## config.mk

```make
export PLATFORM = sky130hd
export DESIGN_NAME = instr_sequencer
export DESIGN_NICKNAME = d
export VERILOG_FILES = /design/src/rtl/instr_sequencer.sv
export SDC_FILE = /design/constraint.sdc
export NUM_CORES = 1
export LEC_CHECK = 0
export ABC_AREA = 1
export CORE_MARGIN = 2
export CORE_UTILIZATION = 53
export DETAILED_ROUTE_END_ITERATION = 8
export PLACE_DENSITY = 0.74
export SLEW_MARGIN = 20
export SYNTH_ARGS = -nofsm -noshare
export SYNTH_HDL_FRONTEND = slang
export SYNTH_SLANG_ARGS = --single-unit
```

## constraint.sdc

```tcl
create_clock -name clk -period 4.2 [get_ports clk]
set_input_delay 0.42 -clock clk [delete_from_list [all_inputs] [get_ports clk]]
set_output_delay 0.42 -clock clk [all_outputs]
set_load 0.01 [all_outputs]
```

## src/rtl/instr_sequencer.sv

```systemverilog
`default_nettype none
// ============================================================================
// Module   : instr_sequencer
// Purpose  : Host-written instruction buffer replayed to the CPU through the
//            load/start/waiting handshake, with result capture and timeout.
// Revision : 1.0
// ============================================================================
module instr_sequencer #(
    parameter int DEPTH   = 16,
    parameter int TIMEOUT = 255,
    localparam int AW     = (DEPTH > 1) ? $clog2(DEPTH) : 1
) (
    input  logic          clk,
    input  logic          rst_n,
    input  logic          wr_en,
    input  logic [AW-1:0] wr_addr,
    input  logic [15:0]   wr_data,
    input  logic [AW:0]   prog_len,
    input  logic          go,
    output logic          cpu_load,
    output logic          cpu_start,
    output logic [15:0]   cpu_instr,
    input  logic          cpu_waiting,
    input  logic [15:0]   cpu_out,
    input  logic          cpu_N,
    input  logic          cpu_V,
    input  logic          cpu_Z,
    output logic          busy,
    output logic          done,
    output logic          err,
    output logic [15:0]   result,
    output logic [2:0]    flags,
    output logic [AW-1:0] pc,
    output logic [AW:0]   retired
);

    localparam int TW = (TIMEOUT > 1) ? $clog2(TIMEOUT + 1) : 1;
    localparam logic [TW-1:0] c_TO_LAST = TW'(TIMEOUT - 1);

    localparam logic [2:0] c_IDLE  = 3'd0;
    localparam logic [2:0] c_LOAD  = 3'd1;
    localparam logic [2:0] c_START = 3'd2;
    localparam logic [2:0] c_ACK   = 3'd3;
    localparam logic [2:0] c_EXEC  = 3'd4;
    localparam logic [2:0] c_CAPT  = 3'd5;

    logic [2:0]    r_state;
    logic [15:0]   r_mem [DEPTH];
    logic [AW:0]   r_len;
    logic [TW-1:0] r_cnt;
    logic          r_load;
    logic          r_start;
    logic [15:0]   r_instr;
    logic          r_done;
    logic          r_err;
    logic [15:0]   r_result;
    logic [2:0]    r_flags;
    logic [AW-1:0] r_pc;
    logic [AW:0]   r_retired;

    logic          w_busy;
    logic          w_last;
    logic          w_timeout;
    logic [AW-1:0] w_next_pc;

    assign w_busy    = (r_state != c_IDLE);
    assign w_last    = ({1'b0, r_pc} == (r_len - (AW+1)'(1)));
    assign w_timeout = (r_cnt == c_TO_LAST);
    assign w_next_pc = r_pc + AW'(1);

    // Storage is deliberately outside the reset domain so programs survive rst_n.
    always_ff @(posedge clk) begin
        if (wr_en && !w_busy) begin
            r_mem[wr_addr] <= wr_data;
        end
    end

    always_ff @(posedge clk or negedge rst_n) begin
        if (!rst_n) begin
            r_state   <= c_IDLE;
            r_len     <= '0;
            r_cnt     <= '0;
            r_load    <= 1'b0;
            r_start   <= 1'b0;
            r_instr   <= '0;
            r_done    <= 1'b0;
            r_err     <= 1'b0;
            r_result  <= '0;
            r_flags   <= '0;
            r_pc      <= '0;
            r_retired <= '0;
        end else begin
            r_load  <= 1'b0;
            r_start <= 1'b0;
            case (r_state)
                c_IDLE: begin
                    if (go) begin
                        r_done    <= 1'b0;
                        r_err     <= 1'b0;
                        r_retired <= '0;
                        r_pc      <= '0;
                        r_len     <= prog_len;
                        if (prog_len == '0) begin
                            r_done <= 1'b1;
                        end else begin
                            r_instr <= r_mem[0];
                            r_load  <= 1'b1;
                            r_state <= c_LOAD;
                        end
                    end
                end
                c_LOAD: begin
                    r_start <= 1'b1;
                    r_state <= c_START;
                end
                c_START: begin
                    r_cnt   <= '0;
                    r_state <= c_ACK;
                end
                c_ACK: begin
                    // An accepted instruction wins over a coincident timeout.
                    if (!cpu_waiting) begin
                        r_cnt   <= '0;
                        r_state <= c_EXEC;
                    end else if (w_timeout) begin
                        r_err   <= 1'b1;
                        r_state <= c_IDLE;
                    end else begin
                        r_cnt <= r_cnt + TW'(1);
                    end
                end
                c_EXEC: begin
                    if (cpu_waiting) begin
                        r_state <= c_CAPT;
                    end else if (w_timeout) begin
                        r_err   <= 1'b1;
                        r_state <= c_IDLE;
                    end else begin
                        r_cnt <= r_cnt + TW'(1);
                    end
                end
                c_CAPT: begin
                    r_result  <= cpu_out;
                    r_flags   <= {cpu_N, cpu_V, cpu_Z};
                    r_retired <= r_retired + (AW+1)'(1);
                    if (w_last) begin
                        r_done  <= 1'b1;
                        r_state <= c_IDLE;
                    end else begin
                        r_pc    <= w_next_pc;
                        r_instr <= r_mem[w_next_pc];
                        r_load  <= 1'b1;
                        r_state <= c_LOAD;
                    end
                end
                default: begin
                    r_state <= c_IDLE;
                end
            endcase
        end
    end

    assign cpu_load  = r_load;
    assign cpu_start = r_start;
    assign cpu_instr = r_instr;
    assign busy      = w_busy;
    assign done      = r_done;
    assign err       = r_err;
    assign result    = r_result;
    assign flags     = r_flags;
    assign pc        = r_pc;
    assign retired   = r_retired;

endmodule
`default_nettype wire
```

* After elaboration in Yosys (flattened, before gate mapping)
Memories as Yosys holds them, arrays and structs flattened.
Index checks and enable logic that the tools add are counted.
Widths: inputs -> output; s select.
** Storage, ports and cells
- Memory bits (writable) :: 256
- Output and inout port bits :: 49
- Flip-flop bits (word level) :: 64
- Input port bits :: 49
- Memory bits (read-only) :: 0
- Bits in latches :: 0
- Memories :: 1
- Logic and storage cells :: 82
** Memories
- r_mem :: words 16, bits a word 16, rd ports 2, clocked after Yosys merged registers in 0, write ports 1, line 48 : logic [15:0] r_mem [DEPTH];
** Operators by class
- Mux-type cells :: 36
- $add $sub $neg :: 4
- Shift operators :: 0
- $mul :: 0
- Equal/unequal tests :: 13
- Magnitude comparators :: 0
- Divide/modulo/power cells :: 0
- Bitwise operators :: 0
- Reduce and logical (&&, ||, !) cells :: 16
** Operators with widths (count)
- $mux 16 :: 3
- $pmux 16 s2 :: 1
- $mux 8 :: 3
- $pmux 8 s3 :: 1
- $pmux 3 s6 :: 1
- $mux 3 :: 5
- $mux 1 :: 14
- $ne 2x2->1 const B :: 6
- $pmux 5 s2 :: 1
- $reduce_bool 3->1 :: 3
- $add 8x1->8 const B :: 1
- $eq 8x8->1 const B :: 1
- $mux 4 :: 2
- $pmux 4 s2 :: 1
- $reduce_and 2->1 :: 4
- $reduce_and 4->1 :: 2
- $eq 3x2->1 const B :: 2
- $eq 3x3->1 const B :: 2
- $reduce_and 3->1 :: 2
- $add 5x1->5 const B :: 1
- $eq 4x5->1 :: 1
- $logic_not 5->1 :: 1
- $mux 5 :: 1
- $sub 5x1->5 const B :: 1
- 8 further kinds :: 9

* Longest topological paths before layout
Gate-level depths: netlist of the first run.
- Word-level depth :: 5
- Mapped depth :: 13
- Gate-level depth less buffers :: 12

* Worst setup path after synthesis of the first run
Ideal clock, no wire load.
- Path type :: reg-to-reg
- Start point :: register r_state[0]
- End point :: memory r_mem[12][0], enable pin
- Path slack :: 2.009 ns
- Required time :: 3.812 ns
- Stages on the path, launching flop included :: 8
- Buffers on the path :: 0
- Period minus slack after synthesis :: 2.191 ns
- Library setup time :: 0.388 ns
- Arrival :: 1.803 ns
- Path through :: dfrtp_1 -> inv_2 -> nand2_1 -> nor2_1 -> inv_2 -> nor2_1 -> nand3_1 -> nor2_1
** On the way
- Longest elaborated chain between the ends :: 5
** RTL lines
- start: declaration :: line 47 : logic [2:0] r_state;
- start signal: assignment :: line 80 : r_state <= c_IDLE;
- start signal: assignment :: line 108 : r_state <= c_LOAD;
- start signal: assignment :: line 114 : r_state <= c_START;
- $reduce_bool 3->1 :: line 66 : assign w_busy = (r_state != c_IDLE);
- via busy :: line 28 : output logic busy,
- $logic_not 1->1 :: line 73 : if (wr_en && !w_busy) begin
- $logic_and 1x1->1 :: line 73
- $mux 1 :: line 73
- $mux 1 (not written as such) :: line 74 : r_mem[wr_addr] <= wr_data;
- end: declaration :: line 48
The timed path passes the listed nets, and every way through them passes these cells.

* Worst setup path after layout of the first run
- Start point :: register r_pc[0], in the netlist pc[0]
- End point :: register r_instr[2], in the netlist cpu_instr[2]
** On the way
- Longest elaborated chain between the ends :: 4
- Elaborated cells between the ends (all ways) :: 7
- Those cells by class :: add/sub (1); eq/ne (2); mux (2); reduce/logical (1); memory (1)
** RTL lines
- start: declaration :: line 58 : logic [AW-1:0] r_pc;
- start signal: assignment :: line 150 : r_pc <= w_next_pc;
- $add 4x1->4 :: line 69 : assign w_next_pc = r_pc + AW'(1);
- $mem_v2 16x16
- $mux 16 :: line 146 : if (w_last) begin
- $pmux 16 s2 :: line 95 : case (r_state)
- end signal: assignment :: line 106 : r_instr <= r_mem[0];
- end signal: assignment :: line 151 : r_instr <= r_mem[w_next_pc];
- end: declaration :: line 53 : logic [15:0] r_instr;
Parallel ways exist; a longest one is shown, timed or not. The select of a mux whose other input is x is not followed.
A chain may end at the register's enable or synchronous reset.

==> impl_metrics.toml, run 1 <==
[sta]
fin_crit_sh_pct = 65.2
slew_headroom_pct = 35.7
final_max_slew_viol_count = 0
worst_pin_slew_ps = 965
finalClockSkew_ps = 13.2
finalHoldViolations = 0
report.final.setup_viol = 0
min_period_ps = 2740
grt_setup_unrepaired = "no"
setup_tns_ps = 0
fmax_mhz = 365

[final_layout]
regArea_um2 = 9290
n_fill_cell = 2054
antenna_cells = 0
finalNonFillerCells = 1885
drive_gt1_share_pct = 6.45
multi_input_area_um2 = 3740
area_delta_synth_final_pct = 16.8
fin_nets = 1580

[drt]
drt_pass1_iterations = 5
viasPerCell = 5.33
drc = 0
wirelength_um = 33200
detail-route-antenna-nets = 0
drtIter0Drc = 1132
wire_per_inst_um = 17.6
vias = 10000

[min_path]
min_path_type = "in -> reg"

[global_routing]
grtUsageMet2_pct = 37.9
grt_pass1_wl_um = 52000
track_usage_pct = 23.8
grt_pass1_vias = 9558
grt_use_met3_pct = 4.13
grt_max_degree = 82
grtUsageMet1_pct = 33.6
antenna_found_initial = 1
top_usage_layer = "met2"
gr-total-overflow = 0

[synth]
synthAdderAreaFrac_pct = 0.444
ys_async_sr_fraction_pct = 20.0
yosys-top-cells-area = "edfxtp_1, nand2_1, dfrtp_1"
synth_edf_count = 256
synth_common_cells = "nand2_1, edfxtp_1, nand3_1, inv_1"
synth.net_count = 1477
synth-compound-area-share_pct = 1.19
syn_inst = 1423
dominantRegCellSynth = "edfxtp_1"
ys_ff_latch = 320
yosysSeqAreaShare_pct = 66.0
synth_top_family_by_area = "simple AND/OR/NAND/NOR gates"
ys_warn_count = 0
yosysMostFrequentCell = "nand2_1"
synth-simple-area-share_pct = 24.1
synthesis.area_per_instance_um2 = 9.89
synth-xor-area-share_pct = 0.729
synth_top_area_share_pct = 54.6
synthMuxAreaShare_pct = 0
yosys.area.top_type = "edfxtp_1"
synthesis.area_um2 = 14100
synth.distinct_cells = 34

[critical_path]
reg2reg_from = "pc[0]"
startpoint = "pc[0]"
worstPathArrival_ps = 3190
reg2reg_depth = 10
ff2ff_setup_slack_ps = 1460
cp.depth = 10
cpMaxStageDelayCell = "dfrtp_4"
startpoint_type = "register"
path_delay_family = "buffers and inverters"
max_stage_delay_ps = 670
cp_cell_sequence = "buf_4, buf_4, nor2_1, nor2_1, nand2_1, nand3_1, nand3_1, nand3_1, nand3_1, nand2_1"
worst_ep_required_time_ps = 4660
end_kind = "register"
path_common_cell = "nand3_1"
cp.buffers_inverters = 2
crit_type = "reg -> reg"
crit_path_end = "cpu_instr[2]"
path_max_fanout = 58
timing.rr.end = "cpu_instr[2]"

[place]
numPlacedInstances = 1824
port_buffers = 97
dp_hpwl_um = 19800
routabilityCongestion = 0.817

[run_status]
outcome = "complete, no violations"

[clock_network]
clkTransAtPathRegs_ps = 60
cts_tree = "done"
cts-root-buf = "clkbuf_16"
clock-sinks = 320
cts.path.max_buffers = 3
h-tree-depth = 2
ctsResizeCount = 0
cts_buffers = 34
insertion_delay_ps = 510

[pwr]
ir_worst_vdd_uv = 498
leakagePower_uw = 0.00707
power.density_nw_per_um2 = 555

[floorplanning]
core_um2 = 26100
die_area_um2 = 27900
rows = 59
die-height_um = 167
initial_utilization_pct = 54.0
fp.dieW_um = 167
io_pins = 98

[run]
drv_cap = 0
[what timing repair did]
action	in CTS	in global routing
hold buffers	1	0
buffers inserted	0	0
endpoints found under the hold margin	27	0
[through the flow]
stage	area, um2	total power, uW	setup slack [ps]	util [%]	hold WS, ps
2_1_floorplan	14100	5380	2010	-	124
3_3_place_gp	15400	6270	1550	59.0	461
3_5_place_dp	15400	6320	1500	59.0	465
4_1_cts	16400	9180	1470	63.1	435
5_1_grt	16400	9600	1220	63.1	441
6_report	16400	9130	1460	63.1	446
[registers in the layout, indices dropped and copies added, names as in the netlist]
name,flops
cpu_instr,16
cpu_load,1
cpu_start,1
done,1
err,1
flags,3
pc,4
r_cnt,8
r_len,5
r_mem,256
r_state,3
result,16
retired,5
[placed cells by master, fill, tap and decap left out, types with 3 or more instances in the layout]
master,count
nand2_2,3
inv_1,176
o21ai_0,22
clkinv_1,9
clkbuf_16,34
clkinv_2,6
dfrtp_1,63
a21oi_1,4
ha_1,4
xor2_1,6
inv_2,5
nand3_1,226
clkbuf_1,6
edfxtp_1,256
nand4_1,3
bufinv_16,3
nand2_1,505
buf_4,29
nand3_2,4
clkdlybuf4s50_1,96
nor2_1,64
[routing by layer]
metal / up-vias / routed length [um]
met1: 4753 / 14400
met4: 0 / 811
met2: 412 / 15600
met3: 62 / 2450
met5: - / 0
li1: 4815 / -
[where the power goes]
group / leakage (uW) / total, uW / internal (uW) / switching (uW)
clock: 0.000524 / 2870 / 1690 / 1170
sequential: 0.00312 / 3930 / 3720 / 206
combinational: 0.00343 / 2340 / 910 / 1430
[logic make-up (layout without fill, tap and decap cells)]
logic type / Yosys count / count (layout)
XOR/XNOR: 10 / 10
buffers and inverters: 245 / 372
flip-flops: 320 / 320
AO/OA/AOI/OAI: 31 / 31
adder cells (fa/ha/maj): 5 / 5
AND/OR/NAND/NOR: 812 / 812
[layout make-up]
type,instances,share of cell area (%)
Timing Repair Buffer,129,7.50
Multi-Input combinational cell,858,22.7
Clock buffer,41,5.40
Tap cell,335,2.55
Clock inverter,19,1.09
Sequential cell,320,56.5
Inverter,183,4.19
[how the worst min path moves through the flow]
| stage | end | slack (ps) | cells after the start | from |
|---|---|---|---|---|
| after global placement | result[10] | 460 | 2 | result[10] |
| after CTS | result[9] | 430 | 3 | cpu_out[9] |
| after global routing | flags[0] | 440 | 3 | cpu_Z |
| after detailed placement | result[9] | 460 | 2 | result[9] |
| final | result[15] | 450 | 3 | cpu_out[15] |
| after floorplan | cpu_instr[0] | 120 | 0 | rst_n |
[tightest hold or removal path, stage by stage]
cell and delay, ps:
clkdlybuf4s50_1 400, nand2_1 60, nand2_1 40
Note: power is estimated with default switching activity, not from simulation.
==> run 2: changes to the inputs <==
clock period = 2.86 ns   (was 4.2 ns; I/O delays follow)
==> run 2 against run 1 <==
Combinational power up 49%. Sequential cell count unchanged. Sequential share of layout area fell by 0.27 points. Worst hold slack worse by 140 ps. Routed wire length decreased by 2.8%. Clock power grew 47%. First-iteration DRC count decreased by 9.5%. Power grew 47%. Setup slack worse by 1000 ps.
==> impl_metrics.toml, run 2 (same netlist as run 1, synthesis figures left out) <==
[drt]
detail-route-antenna-nets = 0
vias = 10100
wire_per_inst_um = 17.1
drc = 0
viasPerCell = 5.32
drtIter0Drc = 1025
drt_pass1_iterations = 5
wirelength_um = 32300

[global_routing]
gr-total-overflow = 0
grt_pass1_wl_um = 51900
grt_max_degree = 146
track_usage_pct = 23.6
grt_pass1_vias = 9855
antenna_found_initial = 1

[final_layout]
final_cell_mix = "nand2_1, edfxtp_1, nand3_1"
largest_reg_flops = 256
drive_gt1_share_pct = 6.87
final_common_cell = "nand2_1"
fin_nets = 1585
area_delta_synth_final_pct = 17.3
fin_area_um2 = 16500
regMostFlops = "r_mem"
n_fill_cell = 2043
antenna_cells = 0
finalNonFillerCells = 1892

[critical_path]
worst_ep_required_time_ps = 3080
reg2reg_depth = 8
path_max_fanout = 7
startpoint = "r_state[0]"
ff2ff_setup_slack_ps = 440
worstPathArrival_ps = 2650
end_kind = "register"
timing.rr.end = "r_mem[14][6]"
startpoint_type = "register"
reg2reg_from = "r_state[0]"
crit_type = "reg -> reg"
crit_path_end = "r_mem[14][6]"

[place]
port_buffers = 97
place_area_um2 = 15400
dp_hpwl_um = 20200
routabilityCongestion = 0.896
numPlacedInstances = 1829

[sta]
fmax_mhz = 413
finalClockSkew_ps = 11.2
finalHoldViolations = 0
setup_tns_ps = 0
slew_headroom_pct = 44.4
fin_crit_sh_pct = 84.6
min_period_ps = 2420
report.final.setup_viol = 0
final_max_slew_viol_count = 0
worst_pin_slew_ps = 834
grt_setup_unrepaired = "no"

[pwr]
p_int_uw = 9300
pwr-share-seq_pct = 42.9
leakagePower_uw = 0.00711
p_sw_uw = 4150
combPwrFrac_pct = 25.9
pwr-share-clk_pct = 31.3
ir_worst_vdd_uv = 674
power.density_nw_per_um2 = 814
swShare_pct = 30.9

[clock_network]
clock-sinks = 320
cts_setup_buffers = 0
clkTransAtPathRegs_ps = 60
ctsResizeCount = 0
cts_buffers = 34
insertion_delay_ps = 520
h-tree-depth = 2
cts.path.max_buffers = 3
cts_tree = "done"
cts_hold_buf = 1
cts-root-buf = "clkbuf_16"

[run_status]
outcome = "complete, no violations"

[floorplanning]
initial_utilization_pct = 54.0
io_pins = 98
die_area_um2 = 27900
core_um2 = 26100
fp.dieW_um = 167
die-height_um = 167
rows = 59

[min_path]
min_path_type = "in -> reg"

[run]
drv_cap = 0
run 2: cell count changes in the layout (fill, tap and decap cells not counted), sizes merged:
cell    delta
buf        +5
bufinv     -1
clkbuf     +3
run 2: layout make-up:
| type | count | area, um2 | area share (%) |
|---|---|---|---|
| sequential | 320 | 9290 | 56.3 |
| multi-input combinational | 858 | 3740 | 22.6 |
| timing repair buffer | 134 | 1310 | 7.92 |
| clock buffer | 44 | 910 | 5.51 |
| inverter | 183 | 688 | 4.17 |
| tap | 335 | 419 | 2.54 |
| clock inverter | 18 | 160 | 0.970 |
run 2: worst min-delay path by stage:
stage,cells after the start,start,endpoint,slack (ps)
global route,3,cpu_V,flags[1],310
detailed placement,1,rst_n,r_len[2],430
CTS,3,cpu_out[1],result[1],290
finish,3,cpu_Z,flags[0],310
floorplan,0,rst_n,cpu_instr[0],-10
global placement,1,rst_n,r_len[2],420
run 2: routing by layer:
metal  track usage [%]  share of wire, %  up-vias
met5                 0             0.040        -
met4              7.98               2.6        2
met3              4.68               8.1       57
met2              38.4                48      388
met1              32.0                41     4798
li1                  -                 -     4827
run 2: power groups by stage:
stage | combinational, uW | clock [uW] | sequential (uW)
floorplan | 2010 | 0 | 5900
global placement | 3380 | 0 | 5840
detailed placement | 3460 | 0 | 5850
CTS | 3500 | 4280 | 5760
global route | 3870 | 4470 | 5800
finish | 3480 | 4210 | 5760
run 2: through the flow:
step	worst slack, ps	util (%)	hold WS [ps]	total power [uW]
4_1_cts	457	63.4	287	13500
5_1_grt	182	63.4	307	14100
6_report	439	63.4	308	13400
2_1_floorplan	669	-	-9.59	7910
3_5_place_dp	483	59.2	426	9310
3_3_place_gp	503	59.2	424	9220
run 2: critical path: stages (launching register included):
cell and delay [ps]:
dfrtp_1 410, inv_2 100, nand2_1 90, nor2_1 150, inv_2 90, nor2_1 380, nand3_1 240, nor2_1 440
buf_4 250
==> run 3: changes to the inputs <==
clock period = 2.4 ns   (was 2.86 ns; I/O delays follow)
==> run 3 against run 2 <==
Count of clock-buffer cells in the layout rose by 2. Global-route usage grew 2.9 points. Setup slack got worse by 160 ps. Non-clock buffer count rose by 15. Register-to-register slack worse by 160 ps. Critical path depth rose by 1. Largest power group unchanged. Clock skew increased by 10 ps. Via count is 3.0% higher.
==> impl_metrics.toml, run 3 (same netlist as run 1, synthesis figures left out) <==
[run_status]
outcome = "complete, no violations"

[final_layout]
n_fill_cell = 2025
fin_util_pct = 64.5
fin_nets = 1601
regArea_um2 = 9290
final_cell_mix = "nand2_1, edfxtp_1, nand3_1"
area_delta_synth_final_pct = 19.4
multi_input_area_um2 = 3740
drive_gt1_share_pct = 7.75
largest_reg_flops = 256
final_common_cell = "nand2_1"
regMostFlops = "r_mem"
antenna_cells = 0

[clock_network]
cts_buffers = 35
clock-sinks = 320
h-tree-depth = 2
clkTransAtPathRegs_ps = 60
cts_tree = "done"
insertion_delay_ps = 530
cts-root-buf = "clkbuf_16"
cts_setup_buffers = 0
cts_hold_buf = 1
ctsResizeCount = 0
cts.path.max_buffers = 3

[place]
port_buffers = 97
routabilityCongestion = 0.928
dp_hpwl_um = 23200

[pwr]
p_sw_uw = 5180
ir_worst_vdd_uv = 783
pwr-share-clk_pct = 31.8
p_int_uw = 11400
leakagePower_uw = 0.00723
power.density_nw_per_um2 = 985
power_uw = 16600
combPwrFrac_pct = 26.9
pwr-share-seq_pct = 41.4
swShare_pct = 31.3

[min_path]
min_path_type = "in -> async"

[floorplanning]
die_area_um2 = 27900
core_um2 = 26100
rows = 59
fp.dieW_um = 167
die-height_um = 167
io_pins = 98
initial_utilization_pct = 54.0

[critical_path]
end_kind = "register"
startpoint_type = "register"
path_max_fanout = 34
worst_ep_required_time_ps = 2850
worstPathArrival_ps = 2570
crit_type = "reg -> reg"

[drt]
wire_per_inst_um = 19.1
vias = 10400
drc = 0
detail-route-antenna-nets = 0
drtIter0Drc = 1304
viasPerCell = 5.43
drt_pass1_iterations = 6
wirelength_um = 36500

[sta]
fin_crit_sh_pct = 88.3
finalHoldViolations = 0
worst_pin_slew_ps = 698
min_period_ps = 2120
fmax_mhz = 472
finalClockSkew_ps = 21.5
grt_setup_unrepaired = "no"
report.final.setup_viol = 0
slew_headroom_pct = 53.3
setup_tns_ps = 0
final_max_slew_viol_count = 0

[global_routing]
grt_pass1_wl_um = 56700
antenna_found_initial = 0
grt_max_degree = 145
grt_pass1_vias = 9960
track_usage_pct = 26.5
gr-total-overflow = 0

[run]
drv_cap = 0
[run 3: worst paths after layout]
| kind | start | end | slack (ps) | cells past startpoint |
|---|---|---|---|---|
| max | pc[0] | cpu_instr[15] | 280 | 9 |
| min | rst_n | cpu_instr[15] | 200 | 2 |
| max reg2reg | pc[0] | cpu_instr[15] | 280 | 9 |
| min reg2reg | result[0] | result[0] | 480 | 2 |
| max in group asynchronous | rst_n | r_cnt[4] | 1560 | 3 |
| min in group clk | cpu_out[9] | result[9] | 270 | 3 |
[run 3: per-stage QoR]
stage | area [um2] | setup WS [ps] | hold slack (ps) | cells
detailed placement | 15700 | 326 | 198 | 1844
finish | 16800 | 282 | 203 | 1909
global placement | 15700 | 368 | 195 | 1844
CTS | 16800 | 308 | 199 | 1909
global route | 16800 | 139 | 222 | 1909
floorplan | 14100 | 209 | -55.6 | 1423
[run 3: area by class of cell]
| class | count | area share (%) |
|---|---|---|
| Inverter | 183 | 4.09 |
| Multi-Input combinational cell | 858 | 22.2 |
| Timing Repair Buffer | 149 | 9.20 |
| Sequential cell | 320 | 55.3 |
| Clock inverter | 18 | 1.05 |
| Clock buffer | 46 | 5.64 |
| Tap cell | 335 | 2.49 |
[run 3: power groups by stage]
stage / clock network [uW] / logic, uW / registers (uW)
after floorplan: 0 / 2390 / 7030
after global placement: 0 / 4340 / 6930
after detailed placement: 0 / 4400 / 6950
after CTS: 5310 / 4440 / 6840
after global routing: 5570 / 4880 / 6900
final: 5260 / 4450 / 6850
[run 3: worst max-delay path, cell delays in order (launching register included)]
cell and delay (ps):
dfrtp_4 530, ha_2 450, buf_12 240, buf_12 200, nand3_1 130, nand3_1 100
nand3_1 80, nand3_1 90, nand3_1 150, nand2_1 90
[run 3: layer usage]
metal	up-vias	global-route usage, %	wire (um)
met5	-	0	0
met4	0	9.67	1370
met3	85	4.35	3240
met2	540	42.2	17100
met1	4889	36.9	14800
li1	4861	-	-
==> patch 1: new RTL, settings of run 1 <==
Change the parameter `DEPTH` from 16 to 32.
--- a/src/rtl/instr_sequencer.sv
+++ b/src/rtl/instr_sequencer.sv
@@ -8,3 +8,3 @@
 module instr_sequencer #(
-    parameter int DEPTH   = 16,
+    parameter int DEPTH   = 32,
     parameter int TIMEOUT = 255,
Interface: changed (resized pc, prog_len, retired and wr_addr); port bits go from 98 to 102. No check against the original RTL was run, so the function may have changed too.
==> patch 1 against run 1 <==
- power grew 69%
- worst hold slack got worse by 0.085 ns
- largest power group unchanged
- clock skew grew 0.0087 ns
- area after synthesis rose by 76%
- final area is 72% higher
- sequential cell count is 259 higher
- maximum frequency shrank 3.0%
- critical path depth increased by 2
- sequential power rose by 72%
- worst setup slack got worse by 0.085 ns
- highest routed layer unchanged
- clock power increased by 68%
- largest cell class unchanged
- wire length rose by 91%
==> patch 1: results <==
[global_route]
use_met2 = 0.444
grt_max_degree = 199
grt_pass1_wl_um = 96500
gr-usage-met3 = 0.0375
grt_pass1_vias = 17033
met1_usage = 0.345

[place]
hpwlAfterDp_um = 36700
dp_cells = 3025
place_worst_setup_slack_ns = 1.44
io_buffer_count = 101
place_congestion = 0.896

[layout]
nFillCells = 3653
largest_reg_flops = 512
nets = 2534

[critical_path]
critPathMaxStageDelay_ns = 0.53
critPathTopFamily = simple AND/OR/NAND/NOR gates
path_max_fanout = 37

[drt]
firstDrtPassIters = 6
viasPerCell = 5.61
drt-initial-drc-count = 2178
wl_per_cell_um = 20.2
drt_wl_total_um = 63400

[timing]
hold_ws_ns = 0.360
slew_headroom = 0.337
finalCritPeriodShare = 0.672
skew_ns = 0.0219

[clocking]
numCtsBuffers = 57
clk-insertion-delay-late_ns = 0.62

[synth]
synth_cell_types = 35
async_flop_share = 0.116
syn_nets = 2423
synthTopCellsByCount = 904 x nand2_1, 512 x edfxtp_1, 396 x nand3_1
synth_edf_count = 512

[power_and_ir_drop]
p_leak_nw = 11.4
switchingPower_mw = 4.90
ir_drop_uv = 373

[outcome]
status = finished clean
-- patch 1: metal layers --
metal | part of all wire | routed length (um) | vias to the layer above
met5 | 0 | 0 | -
met4 | 0.044 | 2810 | 0
met3 | 0.095 | 6020 | 147
met2 | 0.48 | 30700 | 969
met1 | 0.38 | 24000 | 8377
li1 | - | - | 8079
-- patch 1: cells by family after synthesis --
logic type               count (synthesis)  share of synthesized area
multiplexers                             1                   0.000405
buffers and inverters                  322                     0.0554
XOR/XNOR                                12                    0.00456
AND/OR/NAND/NOR                       1403                      0.237
AO/OA/AOI/OAI                           45                     0.0102
adder cells (fa/ha/maj)                  5                    0.00253
flip-flops                             579                      0.690
-- patch 1: path summary, 6_finish.rpt --
kind	depth (start not counted)	from	end
setup / recovery	12	pc[0]	cpu_instr[3]
hold / removal	3	cpu_out[8]	result[8]
setup reg to reg	12	pc[0]	cpu_instr[3]
hold reg to reg	2	flags[0]	flags[0]
max in group asynchronous	3	rst_n	pc[0]
min in group asynchronous	2	rst_n	r_cnt[4]
-- patch 1: worst register-to-register path, delay by kind of cell, from the launching register on --
kind,cells,cell delay (ns)
buf+inv,2,0.59
simple gates,9,1.43
flops,1,0.53
fa+ha+maj,1,0.18
-- patch 1: cell type report --
cell class                      instances  area (sq um)  area share
Sequential cell                       579         17100       0.604
Clock inverter                         25           150     0.00532
Timing Repair Buffer                  170          1570      0.0556
Clock buffer                           82          1610      0.0571
Multi-Input combinational cell       1466          6330       0.224
Inverter                              204           773      0.0274
Tap cell                              607           759      0.0269
-- patch 1: power by group through the flow --
stage               Clock, mW  Combinational, mW  Sequential [mW]
global route             5.13               4.29             6.79
finish                   4.83               3.86             6.77
CTS                      4.90               3.87             6.77
floorplan                   0               2.41             6.91
global placement            0               3.77             6.88
detailed placement          0               3.84             6.89
-- patch 1: what timing repair did --
action                                 CTS  global route
endpoints found under the hold margin   42             0
resized for setup                        0             0
hold buffers                             1             0
==> patch 2: new RTL, config.mk and constraints of run 1 <==
Without the edit above. Put one more register stage on the output `flags`. The value now appears one clock later. The other outputs are not delayed to match.
--- a/src/rtl/instr_sequencer.sv
+++ b/src/rtl/instr_sequencer.sv
@@ -169,3 +169,5 @@
     assign result    = r_result;
-    assign flags     = r_flags;
+    always_ff @(posedge clk) begin
+        flags <= r_flags;
+    end
     assign pc        = r_pc;
Behaviour: not the same (Yosys sat finds a counterexample within 10 cycles, from zero or initial values and one cycle with rst_n low).
==> patch 2 against run 1 <==
- final cell count increased by 0.21%
- power increased by 1.2%
- sequential share of layout area increased by 0.27 points
- area after synthesis about the same
- worst setup slack got worse by 0.22 ns
- wire length decreased by 1.4%
- final area increased by 0.17%
- sequential cell count increased by 3
- maximum frequency decreased by 7.5%
- die area about the same
==> patch 2: results <==
[outcome]
status = finished clean

[synth]
synthTopCellsByCount = 504 x nand2_1, 256 x edfxtp_1, 230 x nand3_1
async_flop_share = 0.198
synth_seq_area_share = 0.664
syn_nets = 1483
synth_cell_types = 28
synthTopCellsByArea = edfxtp_1 55%, nand2_1 13%, dfrtp_1 11%

[drt]
wl_per_cell_um = 17.3
drt-initial-drc-count = 1100
met1_length_um = 13800
wl_met2_um = 15400
viasPerCell = 5.33
wl_met3_um = 2380

[power_and_ir_drop]
p_clk_frac = 0.315
p_leak_nw = 7.09
ir_drop_uv = 404
switchingPower_mw = 2.86

[critical_path]
r2r_end = cpu_instr[8]
path_max_fanout = 51
cp_slowest_cell = dfrtp_4
rr_worst_depth = 9
crit_arrival_ns = 2.54
critPathMaxStageDelay_ns = 0.76
cp-endpoint = pc[0]

[global_route]
grt_pass1_wl_um = 52300
grt_max_degree = 91
grt_overflow = 0
grt_usage = 0.237
use_met2 = 0.393
met1_usage = 0.317
gr-usage-met3 = 0.0380
antenna_found_initial = 0
grt_pass1_vias = 10037

[place]
hpwlAfterDp_um = 19700
place_congestion = 0.834
place_worst_setup_slack_ns = 1.41

[clocking]
numCtsBuffers = 35

[layout]
multi_input_gates = 857
seq_area_sq_um = 9350
clock_cell_area_share = 0.0651
buf_share = 0.0729
nets = 1584
multi_input_area_sq_um = 3710
largest_reg_flops = 256
inverters = 188
final_layout_size_suffix_gt1_frac = 0.0592
nFillCells = 2063
n_all_buffers = 125
nFlopsAndLatches = 323

[timing]
fin_ws_ns = 1.24
worstMarginPinSlew_ns = 1.01
skew_ns = 0.0187

[min_path]
hp-class = in -> async
==> patch 2: changes by cell type in the layout (fill, tap and decap cells not counted), sizes merged, moves of 2 or more <==
cell / delta
inv: +6
nor3: +4
buf: -3
dfxtp: +3
nor2: -3
a21oi: +2
o21ai: -2
==> patch 2: cells by family after synthesis <==
group | Yosys count | share of synthesized area
AND/OR/NAND/NOR | 813 | 0.240
flip-flops | 323 | 0.664
buffers and inverters | 249 | 0.0734
AO/OA/AOI/OAI | 30 | 0.0115
XOR/XNOR | 9 | 0.00666
adder cells (fa/ha/maj) | 5 | 0.00444
==> patch 2: stage by stage <==
stage,cell area (sq um),utilization,std cells,hold slack (ns),total power [mW]
global route,16500,0.632,1889,0.158,9.70
finish,16500,0.632,1889,0.0868,9.24
floorplan,14100,-,1429,0.124,5.43
detailed placement,15400,0.591,1828,0.356,6.38
CTS,16500,0.632,1889,0.111,9.28
global placement,15400,0.591,1828,0.351,6.30
